`config.mk`:
```
export PLATFORM = sky130hd
export DESIGN_NAME = depth_clear_arbiter
export DESIGN_NICKNAME = d
export VERILOG_FILES = /design/src/rtl/color_pkg.sv /design/src/rtl/math_pkg.sv /design/src/rtl/fb_sweep_counter.sv /design/src/rtl/depth_clear_arbiter.sv
export SDC_FILE = /design/constraint.sdc
export NUM_CORES = 1
export LEC_CHECK = 0
export BUFFER_PORTS_ARGS = -buffer_cell sky130_fd_sc_hd__buf_2
export CAP_MARGIN = 40
export CORE_ASPECT_RATIO = 0.8
export CORE_UTILIZATION = 30
export DETAILED_ROUTE_END_ITERATION = 6
export SYNTH_ARGS = -nofsm -noshare
export SYNTH_HDL_FRONTEND = slang
export SYNTH_HIERARCHICAL = 1
export SYNTH_SLANG_ARGS = --single-unit
```
`constraint.sdc`:
```
create_clock -name clk -period 2.4 [get_ports clk]
set_input_delay 0.12 -clock clk [delete_from_list [all_inputs] [get_ports clk]]
set_output_delay 0.12 -clock clk [all_outputs]
set_load 0.02 [all_outputs]
```
`src/rtl/color_pkg.sv`:
```
// color_pkg: pixel colour type shared by raster and depth-buffer paths
package color_pkg;
  typedef logic [15:0] color16_t;
endpackage

```
`src/rtl/math_pkg.sv`:
```
// math_pkg: arbiter state encoding
package math_pkg;
  typedef enum logic [1:0] {IDLE, CLEAR, DRAIN} arb_state_t;
endpackage

```
`src/rtl/fb_sweep_counter.sv`:
```
// fb_sweep_counter: raster-order x/y sweep over the framebuffer, one pixel per enabled cycle
module fb_sweep_counter #(
  parameter int FB_WIDTH  = 160,
  parameter int FB_HEIGHT = 120
) (
  input  logic        clk,
  input  logic        rst_n,
  input  logic        start,
  input  logic        en,
  output logic [15:0] x,
  output logic [15:0] y,
  output logic        last
);
  logic x_last;
  assign x_last = x == 16'(FB_WIDTH - 1);
  assign last   = x_last && y == 16'(FB_HEIGHT - 1);
  always_ff @(posedge clk or negedge rst_n)
    if (!rst_n) begin
      x <= '0;
      y <= '0;
    end else if (start) begin
      x <= '0;
      y <= '0;
    end else if (en) begin
      x <= x_last ? '0 : x + 16'd1;
      y <= x_last ? (last ? '0 : y + 16'd1) : y;
    end
endmodule

```
`src/rtl/depth_clear_arbiter.sv`:
```
// depth_clear_arbiter: muxes rasterizer pixels and a full-screen depth clear into the depth buffer
module depth_clear_arbiter
  import color_pkg::*;
  import math_pkg::*;
#(
  parameter int FB_WIDTH     = 160,
  parameter int FB_HEIGHT    = 120,
  parameter int DEPTH_BITS   = 32,
  parameter int DRAIN_CYCLES = 3
) (
  input  logic                  clk,
  input  logic                  rst_n,
  input  logic                  clear_start,
  input  color16_t              clear_color,
  output logic                  clear_busy,
  output logic                  clear_done,
  input  logic                  r_valid,
  output logic                  r_ready,
  input  color16_t              r_color,
  input  logic [DEPTH_BITS-1:0] r_depth,
  input  logic [15:0]           r_x,
  input  logic [15:0]           r_y,
  output logic                  db_valid,
  output logic                  db_compare_depth,
  output color16_t              db_color,
  output logic [DEPTH_BITS-1:0] db_depth,
  output logic [15:0]           db_x,
  output logic [15:0]           db_y,
  output logic [15:0]           drop_count
);
  arb_state_t  state;
  logic [7:0]  cnt;
  logic [15:0] px, py, sx, sy;
  logic        start, last, in_range, fwd, drop;
  assign start      = state == IDLE && clear_start;
  assign r_ready    = state == IDLE && !clear_start;
  assign clear_busy = state != IDLE;
  assign in_range   = r_x < 16'(FB_WIDTH) && r_y < 16'(FB_HEIGHT);
  assign fwd        = r_ready && r_valid && in_range;
  assign drop       = r_ready && r_valid && !in_range;
  // during the sweep the coordinates come straight from the counter flops
  assign db_x = state == CLEAR ? sx : px;
  assign db_y = state == CLEAR ? sy : py;
  fb_sweep_counter #(.FB_WIDTH(FB_WIDTH), .FB_HEIGHT(FB_HEIGHT)) u_sweep (
    .clk  (clk),
    .rst_n(rst_n),
    .start(start),
    .en   (state == CLEAR),
    .x    (sx),
    .y    (sy),
    .last (last)
  );
  always_ff @(posedge clk or negedge rst_n)
    if (!rst_n) begin
      state            <= IDLE;
      cnt              <= '0;
      clear_done       <= 1'b0;
      db_valid         <= 1'b0;
      db_compare_depth <= 1'b0;
      db_color         <= '0;
      db_depth         <= '0;
      px               <= '0;
      py               <= '0;
      drop_count       <= '0;
    end else begin
      clear_done <= 1'b0;
      case (state)
        IDLE: begin
          state            <= start ? CLEAR : IDLE;
          db_valid         <= start || fwd;
          db_compare_depth <= fwd;
          db_color         <= start ? clear_color : fwd ? r_color : '0;
          db_depth         <= start ? '1 : fwd ? r_depth : '0;
          px               <= fwd ? r_x : '0;
          py               <= fwd ? r_y : '0;
          if (drop && drop_count != 16'hFFFF) drop_count <= drop_count + 16'd1;
        end
        CLEAR: if (last) begin
          state    <= DRAIN;
          cnt      <= '0;
          db_valid <= 1'b0;
          db_color <= '0;
          db_depth <= '0;
        end
        DRAIN: begin
          cnt <= cnt + 8'd1;
          if (cnt == 8'(DRAIN_CYCLES - 1)) begin
            state      <= IDLE;
            clear_done <= 1'b1;
          end
        end
        default: state <= IDLE;
      endcase
    end
endmodule

```
==> out/qor.csv <==
metric,value,unit
status,finished clean,
area grow syn2layout,45.49,%
maximum number of pins on one net before global-route repair,59,
die area,22880,sq um
initial antenna violation count,0,
"Net Count, Synth",676,
largest family of logic cells by synthesized area,compound AO/OA/AOI/OAI gates,
clock slew at reported path FFs,0.06,ns
area post-placement,8243,sq um
"most common cell after layout, fill and taps aside",buf_2,
later-pin clock latency in the skew report,0.42,ns
Core Footprint,21680,sq um
Post-synth EDFFs,0,
clk root buf,clkbuf_16,
Synth Area in Compound Gates,0.1723,
detailed-route DRC error count,0,
peak fanout along the critical path,48,
die height,135.5,microns
worst hold path type,input port to register,
final instance area,9721,sq um
Syn. warnings,6,
FP Rows,48,
ys async rst share,1.000,
Post-synth top flop,dfrtp_1,
Hold WS,0.03508,ns
PnR worst setup slack,0.1183,ns
cells after synthesis,571,
DR iter-0 viols,330,
leakage dissipation,0.004894,uW
final WL,19.27,mm
worst endpoint data arrival time,2.59,ns
Final min period,2.282,ns
clock sink total,141,
TritonCTS clock tree,built,
vias per cell,4.907,
Post-Syn Area,6681,sq um
most frequent cells in the layout,"199 x buf_2, 141 x dfrtp_1, 78 x dlygate4sd3_1, 43 x buf_4, 33 x mux2_2",
via count,5839,
Global Route Usage Sum,0.1711,
Least-Margin Pin Slew,0.6171,ns
Final Hold Fails,0,
"Seq/Total Area, Yosys",0.5281,
RSZ-0062 raised after global routing,no,
max_cap viols,0,
pre-CTS WS,0.1106,ns
maximum clock rate,0.4383,GHz
Setup TNS,0,ns
largest cells by area after synthesis,"dfrtp_1 53%, mux2_2 5.6%, a221o_1 4.8%",
max-slew violation count,0,
total CTS buffers,17,
global-route wire length before repair,30.54,mm
top cell type's share of synthesized area,0.5281,
Final setup viols,0,
# Post-CTS Setup Buffers,0,
area share of fa/ha/maj cells after synthesis,0.009363,
Pre-Repair DR Iteration Count,5,
Mean Syn Cell Area,11.70,sq um
mux cell area share after synthesis,0.06086,
Port-buffer cells,200,
hpwl dp,12.52,mm
ANT cells,0,
gr ovfl total,0,
I/O pins,201,
final worst path period share,0.9507,
Synth area leader,dfrtp_1,
gpl congestion,0.7808,
CP Class,register to register,
Layout Nets,983,
Worst setup SP type,register,
Synth Area in XOR/XNOR,0.03539,
layout cells sized above 1,0.3742,
Starting Density,0.3082,
VDD IR max,517.7,uV
PD cells,807.5,nW/um^2
Simple-Gate Fraction of Synth Area,0.1562,
Clock Skews,0.008109,ns
Crit path required time,2.70,ns
relative slew slack,0.5886,
antenna violation net count after detailed routing,0,
routed len/inst,16.19,microns
post-synth cell types,55,
worst-case clock buffer depth,2,
number of global-route vias before repair,5730,
die width,168.9,microns
H-tree levels,4,
"FF+latch count, synth",141,
Critical Path End Type,register,
==> worst paths after layout <==
| path | from | to | slack (ns) | cells past startpoint |
|---|---|---|---|---|
| min in group asynchronous | rst_n | px[8] | 0.21 | 2 |
| setup / recovery | u_sweep/y[14] | db_color[13] | 0.12 | 8 |
| max in group asynchronous | rst_n | u_sweep/x[0] | 1.44 | 3 |
| hold / removal | clear_color[13] | db_color[13] | 0.04 | 3 |
| hold reg to reg | db_compare_depth | db_compare_depth | 0.47 | 1 |
| setup reg to reg | u_sweep/y[14] | db_color[13] | 0.12 | 8 |
==> cell type report <==
| cell class | count | area [sq um] |
|---|---|---|
| Fill cell | 2066 | 11960 |
| Sequential cell | 141 | 3528 |
| Multi-Input combinational cell | 387 | 2939 |
| Timing Repair Buffer | 324 | 2171 |
| Clock buffer | 21 | 470.5 |
| Tap cell | 300 | 375.4 |
| Clock inverter | 10 | 210.2 |
| Inverter | 7 | 26.28 |
==> logic make-up after synthesis <==
family | count (synthesis)
AOI/OAI and AO/OA | 144
xor gates and xnor gates | 27
adders and majority gates | 5
buffers and inverters | 43
DFF | 141
muxes | 36
and+or+nand+nor | 175
==> sequential cells by signal, indices dropped and copies added (netlist names) <==
name and count:
drop_count 16, clear_done 1, cnt 8, db_valid 1, u_sweep/y 16, py 16
db_color 16, db_compare_depth 1, state 2, u_sweep/x 16, px 16, db_depth 32
==> metal layers <==
layer	vias up	part of all wire	GRT usage
met5	-	0	0
met4	0	0.0097	0.04697
met3	15	0.047	0.03739
met2	146	0.44	0.2546
met1	2891	0.50	0.2491
li1	2787	-	-
==> stage by stage <==
stage                     instances    util  power, uW
after CTS                      1190  0.4476       7949
after detailed placement       1081  0.3802       4734
after global routing           1190  0.4483       8220
final                          1190  0.4483       7850
after global placement         1081  0.3802       4700
after floorplan                 571       -       3989
==> what timing repair did <==
action / in CTS / in global routing
resized for setup: 0 / 3
endpoints found under the hold margin: 115 / 0
hold buffers: 78 / 0
endpoints found under the setup margin: 0 / 48
==> where the power goes <==
| group | switching (uW) | total, uW | internal [uW] |
|---|---|---|---|
| Combinational | 1030 | 1880 | 844 |
| Sequential | 212 | 2920 | 2710 |
| Clock | 1020 | 3050 | 2030 |
| Total | 2260 | 7850 | 5590 |
==> critical path, stage by stage (launching register included) <==
cell	delay [ns]
dfrtp_1	0.44
nor4_1	0.44
nand4_1	0.28
nor2_4	0.14
inv_1	0.06
a21o_1	0.20
buf_12	0.19
a22o_1	0.21
a21o_2	0.18
==> cell usage after synthesis (all sizes together), types with 2 or more instances <==
cell type / instances
and2: 17
mux2i: 2
inv: 7
a221o: 32
o21ai: 13
xor2: 20
a31oi: 4
mux2: 34
or2: 2
nor4: 16
nand3: 22
ha: 5
a41oi: 3
nand4: 15
and4: 4
a21oi: 22
nand2b: 5
or3: 6
buf: 20
nor3: 15
clkbuf: 16
and3: 11
or4: 9
nor3b: 3
o211ai: 2
a21o: 20
nor4b: 3
nand2: 23
nor2b: 2
xnor2: 7
a22o: 32
o21bai: 2
o31ai: 10
nor2: 20
dfrtp: 141
Power figures use the tool's default switching activity.
